<file path="src/rtl/hazard_pkg.sv">
// rtl/hazard_pkg.sv - shared types and constants for the pipeline hazard controller
package hazard_pkg;

    typedef enum logic [1:0] {
        FWD_RF  = 2'b00,
        FWD_MEM = 2'b01,
        FWD_WB  = 2'b10
    } fwd_sel_t;

    localparam int REG_ZERO = 0;

endpackage

</file>
<file path="src/rtl/hazard_ctrl_unit_if.sv">
// rtl/hazard_ctrl_unit_if.sv - pipeline status inputs and stall/flush/forward controls
interface hazard_ctrl_unit_if
    import hazard_pkg::*;
#(
    parameter int REG_AW = 5,
    parameter int CNT_W  = 16
);
    logic              ihit;
    logic              dhit;
    logic              dmem_req;
    logic [REG_AW-1:0] id_rs;
    logic [REG_AW-1:0] id_rt;
    logic              id_rs_use;
    logic              id_rt_use;
    logic              id_jump;
    logic [REG_AW-1:0] ex_rs;
    logic [REG_AW-1:0] ex_rt;
    logic [REG_AW-1:0] ex_wsel;
    logic              ex_wen;
    logic              ex_memread;
    logic              ex_br_taken;
    logic [REG_AW-1:0] mem_wsel;
    logic              mem_wen;
    logic [REG_AW-1:0] wb_wsel;
    logic              wb_wen;
    logic              wb_halt;

    logic              pc_en;
    logic              fetch_en;
    logic              decode_en;
    logic              execute_en;
    logic              memory_en;
    logic              decode_flush;
    logic              execute_flush;
    fwd_sel_t          fwd_a;
    fwd_sel_t          fwd_b;
    logic              halted;
    logic [CNT_W-1:0]  stall_cnt;
    logic [CNT_W-1:0]  flush_cnt;

    modport master (
        output ihit, dhit, dmem_req, id_rs, id_rt, id_rs_use, id_rt_use, id_jump,
               ex_rs, ex_rt, ex_wsel, ex_wen, ex_memread, ex_br_taken,
               mem_wsel, mem_wen, wb_wsel, wb_wen, wb_halt,
        input  pc_en, fetch_en, decode_en, execute_en, memory_en,
               decode_flush, execute_flush, fwd_a, fwd_b, halted, stall_cnt, flush_cnt
    );

    modport slave (
        input  ihit, dhit, dmem_req, id_rs, id_rt, id_rs_use, id_rt_use, id_jump,
               ex_rs, ex_rt, ex_wsel, ex_wen, ex_memread, ex_br_taken,
               mem_wsel, mem_wen, wb_wsel, wb_wen, wb_halt,
        output pc_en, fetch_en, decode_en, execute_en, memory_en,
               decode_flush, execute_flush, fwd_a, fwd_b, halted, stall_cnt, flush_cnt
    );

endinterface

</file>
<file path="src/rtl/hazard_ctrl_unit_fwd_sel.sv">
// rtl/hazard_ctrl_unit_fwd_sel.sv - forward select for one EX operand; EN=0 pins it to the regfile
module hazard_fwd_sel
    import hazard_pkg::*;
#(
    parameter int REG_AW = 5,
    parameter bit EN     = 1'b1
) (
    input  logic [REG_AW-1:0] src,
    input  logic [REG_AW-1:0] mem_wsel,
    input  logic              mem_wen,
    input  logic [REG_AW-1:0] wb_wsel,
    input  logic              wb_wen,
    output fwd_sel_t          sel
);

    // The younger MEM result wins over WB when both target the operand.
    always_comb begin
        sel = FWD_RF;
        if (EN && (src != REG_AW'(REG_ZERO))) begin
            if (mem_wen && (mem_wsel == src)) begin
                sel = FWD_MEM;
            end else if (wb_wen && (wb_wsel == src)) begin
                sel = FWD_WB;
            end
        end
    end

endmodule

</file>
<file path="src/rtl/hazard_ctrl_unit.sv">
// rtl/hazard_ctrl_unit.sv - stall/flush/forward controller; HAZARD_FORWARD_EN enables EX forwarding
module hazard_ctrl_unit
    import hazard_pkg::*;
#(
    parameter int REG_AW = 5,
    parameter int CNT_W  = 16
) (
    input  logic               CLK,
    input  logic               RST,
    hazard_ctrl_unit_if.slave  hz
);

`ifdef HAZARD_FORWARD_EN
    localparam bit FWD_EN = 1'b1;
`else
    localparam bit FWD_EN = 1'b0;
`endif

    logic             halted_q, halted_d;
    logic             redir_pend_q, redir_pend_d;
    logic [CNT_W-1:0] stall_cnt_q, stall_cnt_d;
    logic [CNT_W-1:0] flush_cnt_q, flush_cnt_d;

    logic     pc_en_c, fetch_en_c, decode_en_c, execute_en_c, memory_en_c;
    logic     decode_flush_c, execute_flush_c;
    logic     stall_inc, flush_inc;
    logic     freeze, load_use;
    logic     raw_ex, raw_mem, raw_wb;
    fwd_sel_t fwd_a_c, fwd_b_c;

    function automatic logic raw_hit(input logic [REG_AW-1:0] x, input logic wen,
                                     input logic [REG_AW-1:0] rs, input logic rs_use,
                                     input logic [REG_AW-1:0] rt, input logic rt_use);
        return (x != REG_AW'(REG_ZERO)) && wen &&
               ((rs_use && (rs == x)) || (rt_use && (rt == x)));
    endfunction

    assign raw_ex  = raw_hit(hz.ex_wsel,  hz.ex_wen,  hz.id_rs, hz.id_rs_use, hz.id_rt, hz.id_rt_use);
    assign raw_mem = raw_hit(hz.mem_wsel, hz.mem_wen, hz.id_rs, hz.id_rs_use, hz.id_rt, hz.id_rt_use);
    assign raw_wb  = raw_hit(hz.wb_wsel,  hz.wb_wen,  hz.id_rs, hz.id_rs_use, hz.id_rt, hz.id_rt_use);

    // Without forwarding every in-flight writer blocks ID until it has left WB.
    assign load_use = FWD_EN ? (hz.ex_memread && raw_ex) : (raw_ex || raw_mem || raw_wb);
    assign freeze   = hz.dmem_req && !hz.dhit;

    always_comb begin
        pc_en_c         = 1'b1;
        fetch_en_c      = 1'b1;
        decode_en_c     = 1'b1;
        execute_en_c    = 1'b1;
        memory_en_c     = 1'b1;
        decode_flush_c  = 1'b0;
        execute_flush_c = 1'b0;
        flush_inc       = 1'b0;
        redir_pend_d    = redir_pend_q;
        halted_d        = halted_q;

        if (halted_q || freeze) begin
            pc_en_c      = 1'b0;
            fetch_en_c   = 1'b0;
            decode_en_c  = 1'b0;
            execute_en_c = 1'b0;
            memory_en_c  = 1'b0;
        end else if (hz.ex_br_taken) begin
            decode_flush_c  = 1'b1;
            execute_flush_c = 1'b1;
            flush_inc       = 1'b1;
            fetch_en_c      = hz.ihit;
            // A miss outstanding at redirect returns a wrong-path word later.
            redir_pend_d    = !hz.ihit;
        end else if (load_use) begin
            pc_en_c         = 1'b0;
            fetch_en_c      = 1'b0;
            decode_en_c     = 1'b0;
            execute_flush_c = 1'b1;
        end else if (!hz.ihit) begin
            pc_en_c        = 1'b0;
            fetch_en_c     = 1'b0;
            decode_flush_c = 1'b1;
        end else if (redir_pend_q) begin
            decode_flush_c = 1'b1;
            redir_pend_d   = 1'b0;
        end else if (hz.id_jump) begin
            decode_flush_c = 1'b1;
            flush_inc      = 1'b1;
        end

        if (!halted_q && !freeze && hz.wb_halt) begin
            halted_d = 1'b1;
        end

        stall_inc   = !halted_q && !pc_en_c;
        stall_cnt_d = (stall_inc && (stall_cnt_q != '1)) ? stall_cnt_q + CNT_W'(1) : stall_cnt_q;
        flush_cnt_d = (flush_inc && (flush_cnt_q != '1)) ? flush_cnt_q + CNT_W'(1) : flush_cnt_q;
    end

    always_ff @(posedge CLK) begin
        if (RST) begin
            halted_q     <= 1'b0;
            redir_pend_q <= 1'b0;
            stall_cnt_q  <= '0;
            flush_cnt_q  <= '0;
        end else begin
            halted_q     <= halted_d;
            redir_pend_q <= redir_pend_d;
            stall_cnt_q  <= stall_cnt_d;
            flush_cnt_q  <= flush_cnt_d;
        end
    end

    hazard_fwd_sel #(.REG_AW(REG_AW), .EN(FWD_EN)) u_fwd_a (
        .src      (hz.ex_rs),
        .mem_wsel (hz.mem_wsel),
        .mem_wen  (hz.mem_wen),
        .wb_wsel  (hz.wb_wsel),
        .wb_wen   (hz.wb_wen),
        .sel      (fwd_a_c)
    );

    hazard_fwd_sel #(.REG_AW(REG_AW), .EN(FWD_EN)) u_fwd_b (
        .src      (hz.ex_rt),
        .mem_wsel (hz.mem_wsel),
        .mem_wen  (hz.mem_wen),
        .wb_wsel  (hz.wb_wsel),
        .wb_wen   (hz.wb_wen),
        .sel      (fwd_b_c)
    );

    assign hz.pc_en         = pc_en_c         && !RST;
    assign hz.fetch_en      = fetch_en_c      && !RST;
    assign hz.decode_en     = decode_en_c     && !RST;
    assign hz.execute_en    = execute_en_c    && !RST;
    assign hz.memory_en     = memory_en_c     && !RST;
    assign hz.decode_flush  = decode_flush_c  && !RST;
    assign hz.execute_flush = execute_flush_c && !RST;
    assign hz.fwd_a         = RST ? FWD_RF : fwd_a_c;
    assign hz.fwd_b         = RST ? FWD_RF : fwd_b_c;
    assign hz.halted        = halted_q && !RST;
    assign hz.stall_cnt     = RST ? '0 : stall_cnt_q;
    assign hz.flush_cnt     = RST ? '0 : flush_cnt_q;

endmodule

</file>
<file path="src/flat_wrapper.sv">
// flat-port wrapper written by rule: the top's interface ports become plain ports
module hazard_ctrl_unit_flat import hazard_pkg::*;
#(
    parameter int REG_AW = 5,
    parameter int CNT_W  = 16
)
  (CLK, RST, hz_ihit, hz_dhit, hz_dmem_req, hz_id_rs, hz_id_rt, hz_id_rs_use, hz_id_rt_use, hz_id_jump, hz_ex_rs, hz_ex_rt, hz_ex_wsel, hz_ex_wen, hz_ex_memread, hz_ex_br_taken, hz_mem_wsel, hz_mem_wen, hz_wb_wsel, hz_wb_wen, hz_wb_halt, hz_pc_en, hz_fetch_en, hz_decode_en, hz_execute_en, hz_memory_en, hz_decode_flush, hz_execute_flush, hz_fwd_a, hz_fwd_b, hz_halted, hz_stall_cnt, hz_flush_cnt);
  hazard_ctrl_unit_if #(.REG_AW(REG_AW), .CNT_W(CNT_W)) hz_i ();
  input  logic CLK;
  input  logic RST;
  input wire logic [$bits(hz_i.ihit)-1:0] hz_ihit;
  input wire logic [$bits(hz_i.dhit)-1:0] hz_dhit;
  input wire logic [$bits(hz_i.dmem_req)-1:0] hz_dmem_req;
  input wire logic [$bits(hz_i.id_rs)-1:0] hz_id_rs;
  input wire logic [$bits(hz_i.id_rt)-1:0] hz_id_rt;
  input wire logic [$bits(hz_i.id_rs_use)-1:0] hz_id_rs_use;
  input wire logic [$bits(hz_i.id_rt_use)-1:0] hz_id_rt_use;
  input wire logic [$bits(hz_i.id_jump)-1:0] hz_id_jump;
  input wire logic [$bits(hz_i.ex_rs)-1:0] hz_ex_rs;
  input wire logic [$bits(hz_i.ex_rt)-1:0] hz_ex_rt;
  input wire logic [$bits(hz_i.ex_wsel)-1:0] hz_ex_wsel;
  input wire logic [$bits(hz_i.ex_wen)-1:0] hz_ex_wen;
  input wire logic [$bits(hz_i.ex_memread)-1:0] hz_ex_memread;
  input wire logic [$bits(hz_i.ex_br_taken)-1:0] hz_ex_br_taken;
  input wire logic [$bits(hz_i.mem_wsel)-1:0] hz_mem_wsel;
  input wire logic [$bits(hz_i.mem_wen)-1:0] hz_mem_wen;
  input wire logic [$bits(hz_i.wb_wsel)-1:0] hz_wb_wsel;
  input wire logic [$bits(hz_i.wb_wen)-1:0] hz_wb_wen;
  input wire logic [$bits(hz_i.wb_halt)-1:0] hz_wb_halt;
  output wire logic [$bits(hz_i.pc_en)-1:0] hz_pc_en;
  output wire logic [$bits(hz_i.fetch_en)-1:0] hz_fetch_en;
  output wire logic [$bits(hz_i.decode_en)-1:0] hz_decode_en;
  output wire logic [$bits(hz_i.execute_en)-1:0] hz_execute_en;
  output wire logic [$bits(hz_i.memory_en)-1:0] hz_memory_en;
  output wire logic [$bits(hz_i.decode_flush)-1:0] hz_decode_flush;
  output wire logic [$bits(hz_i.execute_flush)-1:0] hz_execute_flush;
  output wire logic [$bits(hz_i.fwd_a)-1:0] hz_fwd_a;
  output wire logic [$bits(hz_i.fwd_b)-1:0] hz_fwd_b;
  output wire logic [$bits(hz_i.halted)-1:0] hz_halted;
  output wire logic [$bits(hz_i.stall_cnt)-1:0] hz_stall_cnt;
  output wire logic [$bits(hz_i.flush_cnt)-1:0] hz_flush_cnt;
  assign hz_i.ihit = hz_ihit;
  assign hz_i.dhit = hz_dhit;
  assign hz_i.dmem_req = hz_dmem_req;
  assign hz_i.id_rs = hz_id_rs;
  assign hz_i.id_rt = hz_id_rt;
  assign hz_i.id_rs_use = hz_id_rs_use;
  assign hz_i.id_rt_use = hz_id_rt_use;
  assign hz_i.id_jump = hz_id_jump;
  assign hz_i.ex_rs = hz_ex_rs;
  assign hz_i.ex_rt = hz_ex_rt;
  assign hz_i.ex_wsel = hz_ex_wsel;
  assign hz_i.ex_wen = hz_ex_wen;
  assign hz_i.ex_memread = hz_ex_memread;
  assign hz_i.ex_br_taken = hz_ex_br_taken;
  assign hz_i.mem_wsel = hz_mem_wsel;
  assign hz_i.mem_wen = hz_mem_wen;
  assign hz_i.wb_wsel = hz_wb_wsel;
  assign hz_i.wb_wen = hz_wb_wen;
  assign hz_i.wb_halt = hz_wb_halt;
  assign hz_pc_en = hz_i.pc_en;
  assign hz_fetch_en = hz_i.fetch_en;
  assign hz_decode_en = hz_i.decode_en;
  assign hz_execute_en = hz_i.execute_en;
  assign hz_memory_en = hz_i.memory_en;
  assign hz_decode_flush = hz_i.decode_flush;
  assign hz_execute_flush = hz_i.execute_flush;
  assign hz_fwd_a = hz_i.fwd_a;
  assign hz_fwd_b = hz_i.fwd_b;
  assign hz_halted = hz_i.halted;
  assign hz_stall_cnt = hz_i.stall_cnt;
  assign hz_flush_cnt = hz_i.flush_cnt;
  hazard_ctrl_unit #(.REG_AW(REG_AW), .CNT_W(CNT_W)) u_core (.CLK(CLK), .RST(RST), .hz(hz_i));
endmodule
</file>
<file path="config.mk">
export PLATFORM = sky130hd
export DESIGN_NAME = hazard_ctrl_unit_flat
export DESIGN_NICKNAME = d
export VERILOG_FILES = /design/src/rtl/hazard_pkg.sv /design/src/rtl/hazard_ctrl_unit_if.sv /design/src/rtl/hazard_ctrl_unit_fwd_sel.sv /design/src/rtl/hazard_ctrl_unit.sv /design/src/flat_wrapper.sv
export SDC_FILE = /design/constraint.sdc
export NUM_CORES = 1
export LEC_CHECK = 0
export BUFFER_PORTS_ARGS = -buffer_cell sky130_fd_sc_hd__buf_2
export CAP_MARGIN = 20
export CORE_MARGIN = 1.5
export CORE_UTILIZATION = 45
export DETAILED_ROUTE_END_ITERATION = 10
export PLACE_DENSITY = 0.75
export SLEW_MARGIN = 20
export SYNTH_ARGS = -nofsm -noshare
export SYNTH_HDL_FRONTEND = slang
export SYNTH_SLANG_ARGS = --single-unit
</file>
<file path="constraint.sdc">
create_clock -name CLK -period 2.2 [get_ports CLK]
set_input_delay 0.22 -clock CLK [delete_from_list [all_inputs] [get_ports CLK]]
set_output_delay 0.22 -clock CLK [all_outputs]
set_load 0.02 [all_outputs]
</file>
Word-level counts from Yosys, hierarchy flattened
Cells that the tools add are included.
{"block": "totals", "ff_bits": 34, "latch_bits": 0, "ramBits": 0, "romBits": 0, "in_bits": 49, "out_inout_bits": 44, "elab_cells": 87, "mem_count": 0}
{"block": "classes", "n_addsub": 2, "multipliers": 0, "div_mod_pow": 0, "n_lt_le_gt_ge": 0, "eq_ne": 9, "shift": 0, "muxes": 29, "bitwise": 1, "n_reduce_logical": 42}
{"operator": "adder 16 x 1 -> 16 bit (second input constant)", "n": 2}
{"operator": "2-to-1 mux 16 bit", "n": 2}
{"operator": "inequality test 16 bit (second input constant)", "n": 2}
{"operator": "equality test 5 bit", "n": 6}
{"operator": "2-to-1 mux 1 bit", "n": 27}
{"operator": "logical AND 1 bit", "n": 25}
{"operator": "nonzero test 5 bit", "n": 3}
{"operator": "logical NOT 1 bit", "n": 6}
{"operator": "logical OR 1 bit", "n": 6}
{"operator": "AND reduction 3 bit", "n": 1}
{"operator": "inequality test 2 bit (second input constant)", "n": 1}
{"operator": "nonzero test 2 bit", "n": 1}
{"operator": "NOT 1 bit", "n": 1}

Longest topological paths before layout
Gate-level depths: netlist of the first run.
{"block": "depth", "word_depth": 12, "ltp_mapped": 10, "depth_no_buf": 8}

Hierarchy
Synthesis of the first run repeated with hierarchy kept, for this count alone.
{"block": "unflattened", "hier_cells": 307, "area_unflattened_um2": 2438.6}
{"module": "hazard_ctrl_unit", "n_inst": 1, "cells_per_inst": 301, "area_each_um2": 2401.1, "seq_area_each_um2": 680.7}
{"module": "hazard_fwd_sel", "n_inst": 2, "cells_per_inst": 3, "area_each_um2": 18.8, "seq_area_each_um2": 0.0}

Worst setup path before layout of the first run
OpenSTA, ideal clock, no wires.
{"block": "synth_timing", "path_kind": "reg-to-reg", "from": "register u_core.flush_cnt_q[0]", "to": "register u_core.flush_cnt_q[10]", "setup_ps": 123, "t_arrival_ps": 2124, "t_required_ps": 2077, "path_slack_ps": -47, "path_stages_with_launch": 10, "path_buffers": 1, "period_less_slack_ps": 2247, "path_cell_list": "dfxtp_1 > ha_1 > nand2_1 > or2_0 > buf_2 > o31a_1 > and2_1 > a31o_4 > and3_1 > mux2_1"}
{"block": "synth_via", "elab_chain_cells": 2, "word_cells_on_any_way": 3, "cone_classes": "add/sub (1); eq/ne (1); reduce/logical (1)"}
{"item": "start: declaration", "line_no": "hazard_ctrl_unit.sv:22", "text": "logic [CNT_W-1:0] flush_cnt_q, flush_cnt_d;"}
{"item": "start signal: assignment", "line_no": "hazard_ctrl_unit.sv:107", "text": "flush_cnt_q <= flush_cnt_d;"}
{"item": "parallel branches: the longest is 2 deep, another holds adder 16 x 1 -> 16 bit"}
Several ways; the timed one is not identified.
A chain may end at the register's enable or synchronous reset.

Worst setup path after layout of the first run
{"block": "layout_timing", "from": "input hz_mem_wsel[0]", "to": "output hz_decode_flush"}
{"block": "layout_via", "elab_chain_cells": 10, "word_cells_on_any_way": 14, "cone_classes": "eq/ne (2); mux (3); reduce/logical (9)"}
{"item": "start: declaration", "line_no": "flat_wrapper.sv:25", "text": "input wire logic [$bits(hz_i.mem_wsel)-1:0] hz_mem_wsel;"}
{"item": "equality test 5 bit", "line_no": "hazard_ctrl_unit.sv:35", "text": "((rs_use && (rs == x)) || (rt_use && (rt == x)));"}
{"item": "logical AND 1 bit", "line_no": "hazard_ctrl_unit.sv:35"}
{"item": "logical OR 1 bit", "line_no": "hazard_ctrl_unit.sv:35"}
{"item": "logical AND 1 bit *", "line_no": "hazard_ctrl_unit.sv:34", "text": "return (x != REG_AW'(REG_ZERO)) && wen &&"}
{"item": "logical OR 1 bit * (2 in series)", "line_no": "hazard_ctrl_unit.sv:43", "text": "assign load_use = FWD_EN ? (hz.ex_memread && raw_ex) : (raw_ex || raw_mem || raw_wb);"}
{"item": "2-to-1 mux 1 bit *", "line_no": "hazard_ctrl_unit.sv:71", "text": "end else if (load_use) begin"}
{"item": "2-to-1 mux 1 bit *", "line_no": "hazard_ctrl_unit.sv:64", "text": "end else if (hz.ex_br_taken) begin"}
{"item": "2-to-1 mux 1 bit *", "line_no": "hazard_ctrl_unit.sv:58", "text": "if (halted_q || freeze) begin"}
{"item": "logical AND 1 bit *", "line_no": "hazard_ctrl_unit.sv:134", "text": "assign hz.decode_flush = decode_flush_c && !RST;"}
{"item": "end: declaration", "line_no": "flat_wrapper.sv:35", "text": "output wire logic [$bits(hz_i.decode_flush)-1:0] hz_decode_flush;"}
Every way passes the cells marked *; elsewhere a longest branch is shown, timed or not.

==> summary by stage, run 1 <==
Critical path
The type of element capturing the critical path is an output port. The slowest stage of the critical path is the or4_1 cell. The worst setup path is launched from an input port. In this run the worst path has a maximum fanout of 3. The critical path goes through buf_2 > or4_1 > o21ai_2 > o22ai_2 > buf_4 > nor2_1 > buf_4 > a21oi_1 > nor2_1 > buf_2.

The peak per-stage delay on the critical path is 0.55 ns. Data on the critical path is required at its endpoint by about 2 ns. The worst reg2reg path depth is 7.

STA puts the critical path data arrival time at approximately 1.9 ns. The category of the most critical setup path is input port to output port.

Clock network
The clock buffer count from CTS is 5. The worst-case clock buffer depth is 2. The TritonCTS clock tree is built. The tree built by TritonCTS fans out to 34 sinks. The clock tree synthesis step divided the H-tree into 2 levels. The later pin in the worst-skew pair is clocked with a latency of just under 0.3 ns. Clock-pin slew was measured on the worst setup and hold paths at ~0.070 ns.

The cell sitting at the root of the clock tree is a clkbuf_8.

Synthesis
The cell count after synthesis is 308. The number of register bits inferred by synthesis is 34. Summing the sequential cell areas from Yosys gives between 20% and 30% of the chip area.

After synthesis the cells add up to 2547 um2. The number of synthesized flops with an enable pin is 0. Dividing the synthesized area by the synthesized cell count gives 8.271 um2. The Yosys step of the flow raised 0 warnings. Of all flip-flops after synthesis, the portion carrying an async set or reset was 0%. The commonest register cell after synthesis is dfxtp_1. The count of different cell masters after synthesis is 52.

Worst hold path
The worst hold path passes through 2 cells. The worst hold path belongs to the class input port to flip-flop.

STA
The worst path in the final design needs a cycle of 2.151 ns, including I/O delays and setup. Measured against its own limit, the worst slew margin works out to about 54%. Setup repair after global routing could not meet its margin everywhere. In the finished design, the share of the clock period the worst path needs comes to a little over nine tenths.

The slew at the pin with the worst max-slew slack is slightly below 0.7 ns. After routing, the total negative slack on setup checks comes to 0 ns. The timing-limited maximum frequency is about 460 MHz. Setup violations remaining at the end of the flow were counted as 0. The number of max-slew violations in the final report was 0.

The count of endpoints failing hold in the final timing report came to 0. The post-route clock skew is approximately 0.0034 ns.

Place
The final RePlAce weighted congestion is about 0.86. The sum of net half-perimeters after detailed placement is approximately 4.8 mm. The number of port buffers is 77.

Power
The part of the total power dissipated in sequential elements is between 30% and 40%. The clock network burns between 30% and 40% of the power. Combinational logic is responsible for between 20% and 30% of the overall power.

The maximum vdd drop is roughly 0.00033 V. The ratio of total power to cell area is 473.6 nW/um2. Summed over all cells, the static leakage comes to about 1.6 nW.

For this design the total switching power over the nets is between 0.4 and 0.5 mW. The internal portion of the total power is 1.166 mW. The net switching fraction of the power is between 20% and 30%.

Routing
The mean routed wirelength per cell is ~12 um. The number of remaining DRC errors is 0. The total via count after detailed routing is approximately 2,600.

The first routing iteration left 120 violations. The number of nets with antenna violations after detailed routing is 0. The sum of routed wire length over all layers is just over 6 mm. The ratio of routed vias to standard cells is 5.206. The first detailed-routing pass took 4 iterations.

Cells and area
After filler insertion, the fill cell instance count of the layout stands at 468. The total inserted antenna cells is 0. The post-route netlist has between 40 and 50% of its cells at a drive strength greater than 1. From synthesis to final layout, the design area changed by 35.12%. Measured on the finished design, the core utilization comes to a little over three fifths.

The post-layout net count is approximately 470.

Floorplanning
The core region is 5473 um2. 93 I/O pins were placed. The row count is 27. The effective utilization at floorplan is between 40% and 50%. The die is 78.24 um wide. The die footprint is ~6100 um2.

In this run the vertical extent of the chip is around 78 um.

Global routing
The first-pass GRT wire length is ~10 mm. The global-route usage over all layers is about 20%. The via count of the first global-routing pass is between 2,000 and 2,500. Global routing finished with a remaining overflow of 0. The initial antenna violation count is 0.

Entering global routing, the biggest net connects 42 pins.

Outcome
The flow ran to the end, and the final reports show no timing, DRC or antenna violations.

Flow run
The tool flagged a number of max-cap violations equal to 0.
per-layer routing:
metal / share of wire (%) / GRT usage [%] / vias up
met2: 47 / 34.61 / 95
li1: - / - / 1298
met3: 5.8 / 4.884 / 10
met5: 0 / 0 / -
met4: 1.5 / 6.607 / 0
met1: 46 / 25.53 / 1169
cell type report:
| class | count | area [um2] | share of cell area [%] |
|---|---|---|---|
| Sequential cell | 34 | 683.2 | 19.85 |
| Timing Repair Buffer | 121 | 743.2 | 21.59 |
| Multi-Input combinational cell | 251 | 1789 | 51.98 |
| Inverter | 8 | 30.03 | 0.8724 |
| Clock inverter | 1 | 30.03 | 0.8724 |
| Clock buffer | 7 | 76.32 | 2.217 |
| Tap cell | 72 | 90.09 | 2.617 |
Yosys cell counts, types with 2 or more instances:
library cell,instances,area [um2]
a21oi_1,11,55.05
nor3_2,6,60.06
o21ai_0,9,45.04
dfxtp_1,34,680.7
or4_1,8,60.06
xnor2_1,15,131.4
mux2_1,3,33.78
nor3_1,5,25.02
nor2_1,32,120.1
ha_1,2,25.02
nand2_1,17,63.81
or3_1,5,31.28
a32oi_1,2,17.52
nor4_1,8,50.05
mux2_2,10,112.6
inv_1,8,30.03
clkbuf_1,10,37.54
nor2b_1,32,200.2
and2_1,3,18.77
and3_1,6,37.54
nand3_1,15,75.07
buf_4,6,45.04
mux2_4,8,120.1
xor2_1,16,140.1
nor3b_1,4,30.03
nand4_1,5,31.28
o21ai_2,3,26.28
critical path, delay by kind of cell:
family                 cells  cell delay [ns]
and+or+nand+nor            3             0.77
AOI/OAI and AO/OA          3             0.36
buffers and inverters      4             0.60
flip-flops by register name (all words and copies together) (netlist names):
name,cells
u_core.flush_cnt_q,16
u_core.stall_cnt_q,16
u_core.halted_q,1
u_core.redir_pend_q,1
kinds of logic after synthesis:
| logic type | after synthesis | synth area share, % |
|---|---|---|
| and+or+nand+nor | 154 | 34.04 |
| DFF | 34 | 26.72 |
| xor gates and xnor gates | 31 | 10.66 |
| other | 1 | 0.1472 |
| muxes | 22 | 10.85 |
| adders and majority gates | 2 | 0.9822 |
| AOI/OAI and AO/OA | 37 | 11.25 |
| buffers and inverters | 27 | 5.354 |
cells in the final DEF, fill, tap and decap left out, drive strengths merged, types with 2 or more instances in the layout:
master	instances
buf	121
dfxtp	34
nor2b	33
nor2	33
mux2	21
nand2	17
xor2	16
xnor2	15
nand3	15
o21ai	12
a21oi	11
nor3	11
nor4	9
inv	8
or4	8
clkbuf	7
and3	6
nand4	5
or3	5
nor3b	4
conb	4
and2	4
a32oi	2
o22ai	2
or2	2
a31oi	2
a31o	2
o41ai	2
ha	2
power by group through the flow:
stage	Sequential (mW)	Combinational (mW)	Clock [mW]
6_report	0.647	0.412	0.571
3_5_place_dp	0.661	0.399	0
4_1_cts	0.646	0.404	0.581
2_1_floorplan	0.659	0.241	0
3_3_place_gp	0.660	0.386	0
5_1_grt	0.649	0.450	0.605
path summary, 6_finish.rpt:
check / slack (ns) / end / from
max: 0.05 / hz_decode_flush / hz_mem_wsel[0]
min reg2reg: 0.49 / u_core.stall_cnt_q[14] / u_core.stall_cnt_q[14]
max reg2reg: 0.10 / u_core.flush_cnt_q[10] / u_core.flush_cnt_q[9]
min: 0.13 / u_core.halted_q / hz_wb_halt
what timing repair did:
action	in CTS	in global routing
hold buffers	0	0
endpoints found under the setup margin	3	9
pin swaps	1	2
resized for setup	1	6
gates cloned	1	0
buffers inserted	0	2
per-stage QoR:
step / instances / power (mW) / hold WS [ns] / setup slack [ns] / area (um2)
detailed placement: 483 / 1.060 / 0.4214 / -0.1191 / 3286
floorplan: 311 / 0.9001 / 0.3304 / 0.01436 / 2576
global route: 494 / 1.705 / 0.1423 / -0.03685 / 3442
finish: 494 / 1.630 / 0.1301 / 0.04858 / 3442
CTS: 492 / 1.631 / 0.1244 / 0.01322 / 3405
global placement: 483 / 1.046 / 0.4243 / -0.06026 / 3286
Note: power is estimated with default switching activity, not from simulation.
==> run 2: changes to the inputs <==
CORE_UTILIZATION = 46   (was 45)
CTS_BUF_LIST = sky130_fd_sc_hd__clkbuf_4 sky130_fd_sc_hd__clkbuf_8   (was default)
PLACE_DENSITY = 0.77   (was 0.75)
SYNTH_HIERARCHICAL = 1   (was default)
clock period = 1.9 ns   (was 2.2 ns; I/O delays follow)
==> run 2 against run 1 <==
  * The run now ends with setup timing left
  * Sequential share of layout area shrank 3.3 points
  * First-iteration DRC count grew 30%
  * Area after synthesis shrank 4.3%
  * Setup slack lost 0.52 ns
  * Non-clock buffer count grew 12
  * Synthesized cell count shrank 0.32%
  * Register-to-register slack lost 0.33 ns
  * Final cell count grew 1.8%
  * Power grew 35%
  * Clock skew grew 0.0086 ns
  * Sequential cell count is the same
  * Largest power group is now the clock network
  * Highest routed layer unchanged
==> summary by stage, run 2 <==
Routing
In the routed design, unresolved DRC markers number 0. The final route contains between 2,000 and 3,000 vias. In the routed layout, each cell is associated on average with a via count of 5.855. The iteration count of the initial detailed-routing pass is 4.

The detail route stage leaves a number of antenna-violating nets equal to 0. The mean routed wirelength per cell is roughly 19 um. The violation count after the first detailed-routing iteration is around 160. Summed over all layers, the routed wires come to between 9 and 10 mm.

Worst hold path
The path class of the lowest-slack min-delay path is input port to flip-flop.

Synthesis
The largest total area in the synthesized netlist belongs to dfxtp_1. The count of different cell masters after synthesis is 43. The number of synthesized flops with an enable pin is 0. The register area share after synthesis is between 20% and 30%.

Synthesis handed over a netlist of 307 instances. By count the netlist is led by nor2b_1 (38), dfxtp_1 (34), nor2_1 (30). The area of the mapped netlist is around 2400 um2. The share of Yosys cell area claimed by the top area cell type is between 20 and 30%.

In the synthesized netlist the dominant register cell turns out to be dfxtp_1. The average footprint of a synthesized cell is 7.943 um2. Sorting the synthesized cells by area gives the leading types as dfxtp_1 (28%), nor2b_1 (9.7%), mux2_2 (9.7%), xor2_1 (5.7%), xnor2_1 (5.0%). The share of synthesized flip-flops with an asynchronous set or reset is 0%. Yosys instantiated no cell more often than nor2b_1. After synthesis the netlist holds a flip-flop and latch count of 34. For this run, the number of Yosys warnings is 6.

Critical path
The arrival time at the worst endpoint is roughly 2.6 ns. Along the worst path, the maximum fanout reaches 6. The startpoint type of the worst setup path is an input port. The critical path required time is between 2 and 2.5 ns. The type of element capturing the critical path is a flip-flop. The category of the most critical setup path is input port to flip-flop.

Global routing
The initial antenna violation count is 0. Entering global routing, the biggest net connects 30 pins. The first-pass GRT wire length is around 11 mm. The sum of overflow across all layers after global routing is 0. The via count of the first global-routing pass is between 2,000 and 3,000. In the global route stage, overall resource usage came out at approximately a quarter.

Floorplanning
The die covers between 5000 and 6000 um2. The count of pins on the block boundary is slightly above 90. The width of the chip is ~76 um.

The core region is roughly 5000 um2. The effective utilization at floorplan is between 40 and 50%. The row count is 26. The overall die height is roughly 76 um.

Cells and area
The total inserted antenna cells is 0. At the end of the flow, the number of nets in the layout was 483. The post-route non-filler standard cell count is 503.

The leading cell type in the layout, fill and taps excluded is buf_2. The final-layout fill cell count is between 200 and 300. In the final layout, the share of cells above drive strength 1 is approximately 54%. The growth of design area from synthesis to finish is 69.78%.

Leaving out fill and tap cells, the most frequent cells in the layout are buf_2 (60), buf_4 (43), nor2b_1 (37). The area of all placed cells without fillers is 4140 um2. The largest registers in the layout are u_core/flush_cnt_q x16, u_core/stall_cnt_q x16. The area of all sequential standard cells is 686.9 um2. In the final layout, the multi-input gates occupy around 2200 um2.

STA
The final worst setup slack is -0.4761 ns. The post-route clock skew is ~0.012 ns. The timing-limited maximum frequency is between 400 and 500 MHz.

Setup repair after global routing could not meet its margin everywhere. The slew at the pin with the worst max-slew slack is about 0.55 ns. The number of setup violations in the final report is 38.

For the finished layout, the period the worst path requires is 2.376 ns. The relative slew slack is between 60% and 70%. The setup total negative slack is -11.28 ns.

The post-route clock period utilization is 125.1%. The count of endpoints failing hold in the final timing report came to 0. The number of max-slew violations in the final report is 0.

Place
Input and output buffers added on the ports amount to 77. The number of placed instances, taps included, is 480. The final RePlAce weighted congestion is approximately 0.8. The placed standard-cell area is roughly 3200 um2.

The wire-length estimate of the detail-placed layout is between 4 and 5 mm.

Power
Per report_power, the clock group accounts for 38.1% of the total. The internal power of the cells is about 1.6 mW. The sum of internal, switching and leakage power is ~2.2 mW.

Summed over all cells, the static leakage comes to between 1.5 and 2 nW. The power dissipated by switching net loads is 0.6507 mW. Net switching is 29.56% of the power. The logic gate share of total power is between 20% and 30%.

The maximum vdd drop is roughly 0.0008 V. The ratio of total power to cell area is about 530 nW/um2. The part of the total power dissipated in sequential elements is between 30% and 40%.

Outcome
The final reports fail on setup timing. The run finished, with violations left.

Clock network
Clock-pin slew was measured on the worst setup and hold paths at 0.09 ns. The worst-case clock buffer depth is 2. The clock root buffer master is clkbuf_8. The total number of clock tree sinks is 34.

The clock network latency to the later pin of the worst-skew pair is roughly 0.3 ns. The total number of H-tree levels is 2. The clock buffer count from CTS is 5. TritonCTS built the clock tree.

Flow run
Max-cap violations in this run came to 0.
==> run 2: per-layer routing <==
layer / track usage [%] / part of all wire (%) / vias to the layer above
met4: 10.71 / 4.1 / 0
li1: - / - / 1347
met1: 28.36 / 38 / 1405
met2: 46.76 / 51 / 154
met3: 5.026 / 7.0 / 39
met5: 0 / 0 / -
==> run 2: through the flow <==
stage | setup WS, ns | hold slack [ns] | utilization (%)
6_report | -0.4761 | 0.09117 | 81.06
5_1_grt | -0.4738 | 0.09627 | 81.06
4_1_cts | -0.1736 | 0.09533 | 71.07
3_5_place_dp | -0.5726 | 0.4006 | 62.81
3_3_place_gp | -0.4686 | 0.3857 | 62.81
2_1_floorplan | -0.1612 | 0.3004 | -
==> run 2: worst paths after layout <==
| check | cells after the start | endpoint | slack, ns | from |
|---|---|---|---|---|
| setup / recovery | 9 | u_core/stall_cnt_q[15] | -0.48 | hz_ex_wsel[3] |
| hold / removal | 2 | u_core/halted_q | 0.09 | hz_wb_halt |
| setup reg to reg | 7 | u_core/flush_cnt_q[14] | -0.23 | u_core/flush_cnt_q[6] |
| hold reg to reg | 2 | u_core/stall_cnt_q[8] | 0.55 | u_core/stall_cnt_q[8] |
==> run 2: logic make-up after synthesis <==
logic type | Yosys count | synth area share [%]
mux | 22 | 10.16
simple gates | 157 | 35.45
compound gates | 37 | 9.596
buf+inv | 23 | 4.772
xor+xnor | 30 | 10.77
fa+ha+maj | 2 | 1.026
other cells | 2 | 0.3080
flops | 34 | 27.91
==> run 2: critical path, cell delays in order <==
cell and delay, ns:
buf_2 0.13, xor2_1 0.20, nor4_1 0.43, a32oi_1 0.19, o22a_2 0.30, a311o_2 0.40
buf_12 0.17, nor4_4 0.23, mux2_4 0.32
==> run 2: cell type report <==
class                      count  share of cell area, %
clock buffer                   5                  1.662
clock inverter                 3                  1.662
multi-input combinational    253                  52.64
timing repair buffer         133                  24.87
sequential                    34                  16.59
tap                           70                  2.115
inverter                       5                 0.4533
==> run 2: what timing repair did <==
action                                  4_1_cts  5_1_grt
hold buffers                                  0        0
pin swaps                                    12       48
buffers inserted                              4        9
cloned                                        1        3
resized for setup                            59       89
endpoints found under the setup margin       37       37
==> run 2: power groups by stage <==
stage | Clock (mW) | Sequential [mW] | Combinational (mW)
after global routing | 0.874 | 0.743 | 0.654
after CTS | 0.826 | 0.740 | 0.470
after global placement | 0 | 0.755 | 0.409
after detailed placement | 0 | 0.756 | 0.418
after floorplan | 0 | 0.757 | 0.254
final | 0.839 | 0.742 | 0.620
